**src/rtl/fetch_ctrl.sv**
```systemverilog
// Instruction fetch sequencer: one outstanding imem read, redirect squash, push into instruction queue.
// FETCH_CTRL_HOLD_BUF_EN adds a one-entry hold buffer (HOLD state) for responses that meet a full queue.
module fetch_ctrl #(
  parameter logic [31:0] RESET_PC = 32'h6000_0000
) (
  input  logic        clk,
  input  logic        rst_n,
  input  logic        redirect_valid,
  input  logic [31:0] redirect_pc,
  output logic [31:0] imem_addr,
  output logic [3:0]  imem_rmask,
  input  logic        imem_resp,
  input  logic [31:0] imem_rdata,
  input  logic        iq_full,
  output logic        iq_push,
  output logic [31:0] iq_pc,
  output logic [31:0] iq_inst,
  output logic        busy
);

`ifdef FETCH_CTRL_HOLD_BUF_EN
  typedef enum logic [1:0] {S_IDLE = 2'd0, S_WAIT = 2'd1, S_SQUASH = 2'd2, S_HOLD = 2'd3} state_t;
`else
  typedef enum logic [1:0] {S_IDLE = 2'd0, S_WAIT = 2'd1, S_SQUASH = 2'd2} state_t;
`endif

  state_t      r_state;
  logic [31:0] r_pc;
  logic [31:0] r_req_pc;
  logic        w_issue_ok;
  logic        w_issue;
  logic        w_resp_push;
  logic        w_hold_push;
  logic [31:0] w_redir_pc;
  logic [31:0] w_next_pc;

  assign w_redir_pc = {redirect_pc[31:2], 2'b00};
  assign w_next_pc  = r_req_pc + 32'd4;

`ifdef FETCH_CTRL_HOLD_BUF_EN
  logic [31:0] r_hold_dat;
  assign w_issue_ok  = 1'b1;
  assign w_hold_push = (r_state == S_HOLD) && !redirect_valid && !iq_full;
`else
  assign w_issue_ok  = !iq_full;
  assign w_hold_push = 1'b0;
`endif

  // rst_n gates the issue so every output reads zero while reset is held
  assign w_issue     = rst_n && (r_state == S_IDLE) && !redirect_valid && w_issue_ok;
  assign w_resp_push = (r_state == S_WAIT) && imem_resp && !redirect_valid && !iq_full;

  assign imem_rmask = {4{w_issue}};
  assign imem_addr  = w_issue ? r_pc : 32'd0;
  assign iq_push    = w_resp_push || w_hold_push;
  assign iq_pc      = iq_push ? r_req_pc : 32'd0;
  assign busy       = (r_state != S_IDLE);

`ifdef FETCH_CTRL_HOLD_BUF_EN
  assign iq_inst = w_hold_push ? r_hold_dat : (w_resp_push ? imem_rdata : 32'd0);
`else
  assign iq_inst = w_resp_push ? imem_rdata : 32'd0;
`endif

  always_ff @(posedge clk or negedge rst_n) begin
    if (!rst_n) begin
      r_state  <= S_IDLE;
      r_pc     <= RESET_PC;
      r_req_pc <= 32'd0;
`ifdef FETCH_CTRL_HOLD_BUF_EN
      r_hold_dat <= 32'd0;
`endif
    end else begin
      case (r_state)
        S_IDLE: begin
          if (redirect_valid) begin
            r_pc <= w_redir_pc;
          end else if (w_issue) begin
            r_req_pc <= r_pc;
            r_state  <= S_WAIT;
          end
        end
        S_WAIT: begin
          if (redirect_valid) begin
            r_pc    <= w_redir_pc;
            r_state <= imem_resp ? S_IDLE : S_SQUASH;
          end else if (imem_resp) begin
            if (!iq_full) begin
              r_pc    <= w_next_pc;
              r_state <= S_IDLE;
            end else begin
`ifdef FETCH_CTRL_HOLD_BUF_EN
              r_hold_dat <= imem_rdata;
              r_state    <= S_HOLD;
`else
              // response dropped; pc still equals req_pc so IDLE reissues it
              r_state <= S_IDLE;
`endif
            end
          end
        end
        S_SQUASH: begin
          if (redirect_valid) r_pc <= w_redir_pc;
          if (imem_resp) r_state <= S_IDLE;
        end
`ifdef FETCH_CTRL_HOLD_BUF_EN
        S_HOLD: begin
          if (redirect_valid) begin
            r_pc    <= w_redir_pc;
            r_state <= S_IDLE;
          end else if (!iq_full) begin
            r_pc    <= w_next_pc;
            r_state <= S_IDLE;
          end
        end
`endif
        default: r_state <= S_IDLE;
      endcase
    end
  end

endmodule

```
**config.mk**
```make
export PLATFORM = sky130hd
export DESIGN_NAME = fetch_ctrl
export DESIGN_NICKNAME = d
export VERILOG_FILES = /design/src/rtl/fetch_ctrl.sv
export SDC_FILE = /design/constraint.sdc
export NUM_CORES = 1
export LEC_CHECK = 0
export CELL_PAD_IN_SITES_DETAIL_PLACEMENT = 1
export CELL_PAD_IN_SITES_GLOBAL_PLACEMENT = 2
export CORE_MARGIN = 10
export CORE_UTILIZATION = 22
export CTS_CLUSTER_DIAMETER = 150
export CTS_CLUSTER_SIZE = 30
export DETAILED_ROUTE_END_ITERATION = 8
export HOLD_SLACK_MARGIN = 0.08
export PLACE_DENSITY = 0.81
export SYNTH_ARGS = -nofsm -noshare
export SYNTH_HDL_FRONTEND = slang
export SYNTH_SLANG_ARGS = --single-unit
```
**constraint.sdc**
```tcl
create_clock -name clk -period 1.91 [get_ports clk]
set_input_delay 0.382 -clock clk [delete_from_list [all_inputs] [get_ports clk]]
set_output_delay 0.382 -clock clk [all_outputs]
set_load 0.02 [all_outputs]
```
# Yosys cells after proc, flatten, opt, wreduce, memory -nomap -nowiden
# Index checks and enable logic that the tools add are counted.
[word_totals]
ff_bits = 66
wordCells = 41
input_bits = 69
[op_classes]
eq_ne = 7
add_sub_neg = 1
n_reduce_logical = 15
mux = 14
n_bitwise = 1
[op_table]
columns = ["op", "count"]
rows = [
  ["32-bit 2-to-1 mux", 7],
  ["32-bit case mux with 2 select lines", 1],
  ["32-bit by 3-bit adder with 32-bit output, second input constant", 1],
  ["2-bit 2-to-1 mux", 5],
  ["1-bit logical AND", 6],
  ["3-bit inequality test, second input constant", 2],
  ["2-bit case mux with 3 select lines", 1],
  ["2-bit inequality test, second input constant", 2],
  ["4-bit AND reduction", 1],
  ["2-bit nonzero test", 2],
  ["3-bit AND reduction", 1],
  ["2-bit by 1-bit == test with 1-bit output, second input constant", 1],
  ["2-bit == test, second input constant", 1],
  ["1-bit zero test", 2],
  ["2-bit zero test", 1],
  ["2-bit by 1-bit inequality test with 1-bit output, second input constant", 1],
  ["2-bit AND reduction", 1],
  ["2-bit OR reduction", 1],
  ["1-bit NOT", 1],
]

# Longest topological paths before layout
[logic_depth]
word_depth = 7
ltp_mapped = 9
mapped_depth_nobuf = 7

# Worst setup path before layout
# OpenSTA, ideal clock, no wires.
[synth_timing]
kind = "register to output"
start = "register r_state[0]"
end = "output port iq_inst[0]"
required_ps = 1528
t_arrival_ps = 1543
path_buffers = 3
stages_incl_launch_ff = 10
setup_slack_ps = -15
cell_sequence = "dfrtp_1 nand2_1 nor2_2 o21ai_4 nand2b_1 buf_6 inv_2 buf_6 buf_4 and2_1"
[synth_between]
elab_chain_len = 5
[synth_lines]
columns = ["item", "line_no", "text"]
rows = [
  ["start: declaration", "27", "state_t r_state;"],
  ["start signal: assignment", "86", "r_state <= imem_resp ? S_IDLE : S_SQUASH;"],
  ["2-bit by 1-bit == test with 1-bit output", "51", "assign w_resp_push = (r_state == S_WAIT) && imem_resp && !redirect_valid && !iq_full;"],
  ["1-bit logical AND (3 in series)", "51", ""],
  ["32-bit 2-to-1 mux", "62", "assign iq_inst = w_resp_push ? imem_rdata : 32'd0;"],
  ["end: declaration", "17", "output logic [31:0] iq_inst,"],
]
# Every way passes these cells.

# Final worst setup path
[layout_timing]
start = "register r_state[0]"
end = "output port iq_inst[30]"
# Same word-level chain as after synthesis.

==> out/summary.txt <==
first-pass GRT wire length = 26300 um
Synthesized Nets = 472
synth top area cells = dfrtp_1, and2_1, a21o_1, xor2_1, a32oi_1
die area = 23200 um^2
delay-heaviest family, CP = buffers and inverters
# port buffers = 168
CP Capture Type = output pin
relative slew slack = 41.0%
Post-Synth XOR/XNOR Area = 6.13%
Post-Route WL = 18000 um
sequential fraction of the synthesis area = 42.9%
mux cell area share after synthesis = 2.11%
CTS tree = done
Hold WS = 332 ps
Max rail drop VDD = 0.000426 V
Tcrit/Tclk final = 121%
Max Clk Rate = 0.434 GHz
Worst-Skew Late Latency = 340 ps
worst slew pin tran = 884 ps
failing checks = negative setup slack
grt total ovfl = 0
DR vias/cell = 4.54
share of post-route cells with drive strength above 1 = 49.4%
Tmin final = 2300 ps
Worst Skew = 8.76 ps
post-route ant nets = 0
Hold Path Class = in -> async
placed insts = 812
Pre-antenna DRT Iters = 4
Core ar. = 17200 um^2
height of the die = 152 um
nets = 700
ys flop type = dfrtp_1
number of synthesized flops with an enable pin = 0
DP Worst Slack = -868 ps
Slew Viols, Final = 0
arrival time worst endpoint = 1920 ps
number of antenna violations at the first check in global routing = 1
Compound-Gate Fraction of Synth Area = 16.3%
Critical Path Most Common Cell = buf_6
post-DR wirelength/cell = 20.9 um
CP peak stage delay = 440 ps
row cnt = 48
Synth Area in Adders = 0.324%
Sink Count = 66
Initial DRC Count = 180
largest family of logic cells by synthesized area = simple AND/OR/NAND/NOR gates
CP Buf/Inv Count = 5
post-DP HPWL = 11500 um
Yosys warnings = 0
status = finished, violations left
CP cell instances = nand2_2 -> nor2_4 -> o21ai_4 -> nand2b_4 -> inv_8 -> buf_6 -> buf_16 -> buf_6 -> and2_4 -> buf_6
FILL cells = 1861
share of the synthesized area in the top cell type = 41.5%
I/O pin total = 171
CTS clk-pin slew, worst paths = 60 ps
FFs w/ async S/R, synth = 100%
die extent in x = 152 um
CTS Buf Count = 9
Critical Path Slowest Stage Cell = dfrtp_2
RSZ-0062 raised after global routing = true
# H-tree levels = 3
via count = 3908
# DRC = 0
Hold Vio Cnt, Final = 0
synthesis-to-layout area growth = 88.2%
CP required = 1530 ps
initial core utilization = 22.4%
LEAKAGE = 3.48 nW
Power Dens Cells = 645 nW/um^2
clock root buffer = clkbuf_16
Mapped Area = 3860 um^2
syn avg cell area = 9.60 um^2
placer congestion estimate = 0.756
Critical Setup Path Class = reg -> out
setup violators final = 101
Max Cap Viol = 0
area leader, netlist = dfrtp_1
synth unique cells = 45
synthesized flop and latch total = 66
Hold Buf Count CTS = 0
largest net degree at the start of global routing = 67
Synth Area in Simple Gates = 26.5%
CP Max Fanout = 5
final worst setup slack = -392 ps
vias in the first global route = 4329
startpoint types = register
Post-Layout Cell Count = 860
Post-Syn Instances = 402
Longest Clk Path Bufs = 2
all-layer global routing usage = 14.3%
cell usage in the layout, fill, tap and decap left out, drive strengths merged, types with 2 or more instances in the layout:
cell / count
and4: 2
nor2: 17
dlygate4sd2: 3
a32oi: 16
nand4: 7
nand2: 24
inv: 4
o21ai: 29
xnor2: 3
clkinv: 2
o31ai: 2
a21oi: 5
a21o: 35
dfstp: 2
and3: 2
nand2b: 2
mux2i: 7
dfrtp: 64
nor3: 6
clkbuf: 17
bufinv: 2
and2: 94
xor2: 24
nand3: 18
nor4: 3
clkdlybuf4s50: 62
buf: 177
power breakdown:
part / total, mW / switching [mW] / internal [mW]
sequential: 1.90 / 0.284 / 1.62
clock: 1.75 / 0.616 / 1.13
combinational: 1.03 / 0.457 / 0.576
what timing repair did:
| action | CTS | global route |
|---|---|---|
| pin swaps | 8 | 33 |
| endpoints found under the setup margin | 102 | 103 |
| gates cloned | 5 | 6 |
| setup buffers | 12 | 13 |
| resized for setup | 511 | 238 |
final timing paths:
path / from / endpoint / slack (ps) / cells after the start
worst max register to register: r_req_pc[14] / r_pc[19] / 50 / 5
worst min-delay path: rst_n / r_pc[22] / 330 / 2
worst min register to register: r_req_pc[0] / r_req_pc[0] / 480 / 1
worst max-delay path: r_state[0] / iq_inst[30] / -390 / 10
min in group clk: imem_resp / r_state[1] / 470 / 3
max in group asynchronous: rst_n / r_req_pc[2] / 950 / 2
layer usage:
metal  part of all wire [%]  track usage, %
met5                      0               0
met4                    2.9            6.54
met3                    4.4            3.47
met2                     53            26.0
met1                     39            15.3
registers in the layout, indices dropped and copies added (netlist names):
signal,cells
r_state,2
r_pc,32
r_req_pc,32
layout make-up:
| type | instances | area [um^2] | area share (%) |
|---|---|---|---|
| Antenna cell | 1 | 2.50 | 0.0345 |
| Sequential cell | 66 | 1660 | 22.9 |
| Timing Repair Buffer | 247 | 2710 | 37.3 |
| Clock inverter | 3 | 65.1 | 0.896 |
| Multi-Input combinational cell | 301 | 2270 | 31.3 |
| Inverter | 5 | 38.8 | 0.534 |
| Clock buffer | 12 | 236 | 3.26 |
| Tap cell | 225 | 282 | 3.88 |
worst register-to-register path: cells and delay by family, from the launching register on:
family / cells / cell delay [ps]
XOR/XNOR: 1 / 210
AND/OR/NAND/NOR: 3 / 820
flip-flops: 1 / 490
AO/OA/AOI/OAI: 1 / 240
synth_stat cells (3+ instances only):
cell type	number
and2_1	93
dfrtp_1	64
a21o_1	34
xor2_1	24
nand2_1	23
o21ai_0	18
nand3_1	17
a32oi_1	16
nor2_1	16
clkbuf_1	10
buf_4	8
o21ai_1	8
mux2i_1	7
buf_2	6
nand4_1	6
a21oi_1	5
inv_1	4
nor3_1	4
buf_6	3
clkbuf_8	3
xnor2_1	3
stage by stage:
step	total power, mW	instance area [um^2]	utilization (%)	TNS, ps
final	4.68	7260	42.1	-28160
after global routing	4.91	7260	42.1	-35420
after CTS	4.60	6700	38.9	-29510
after detailed placement	2.76	6000	34.8	-81700
after global placement	2.72	6000	34.8	-79460
after floorplan	2.29	3860	-	-587
kinds of logic after synthesis:
logic type,count (synthesis)
mux,8
flops,66
compound gates,89
xor+xnor,27
simple gates,176
fa+ha+maj,1
buf+inv,35
No activity file was read; power rests on OpenSTA's default activity.
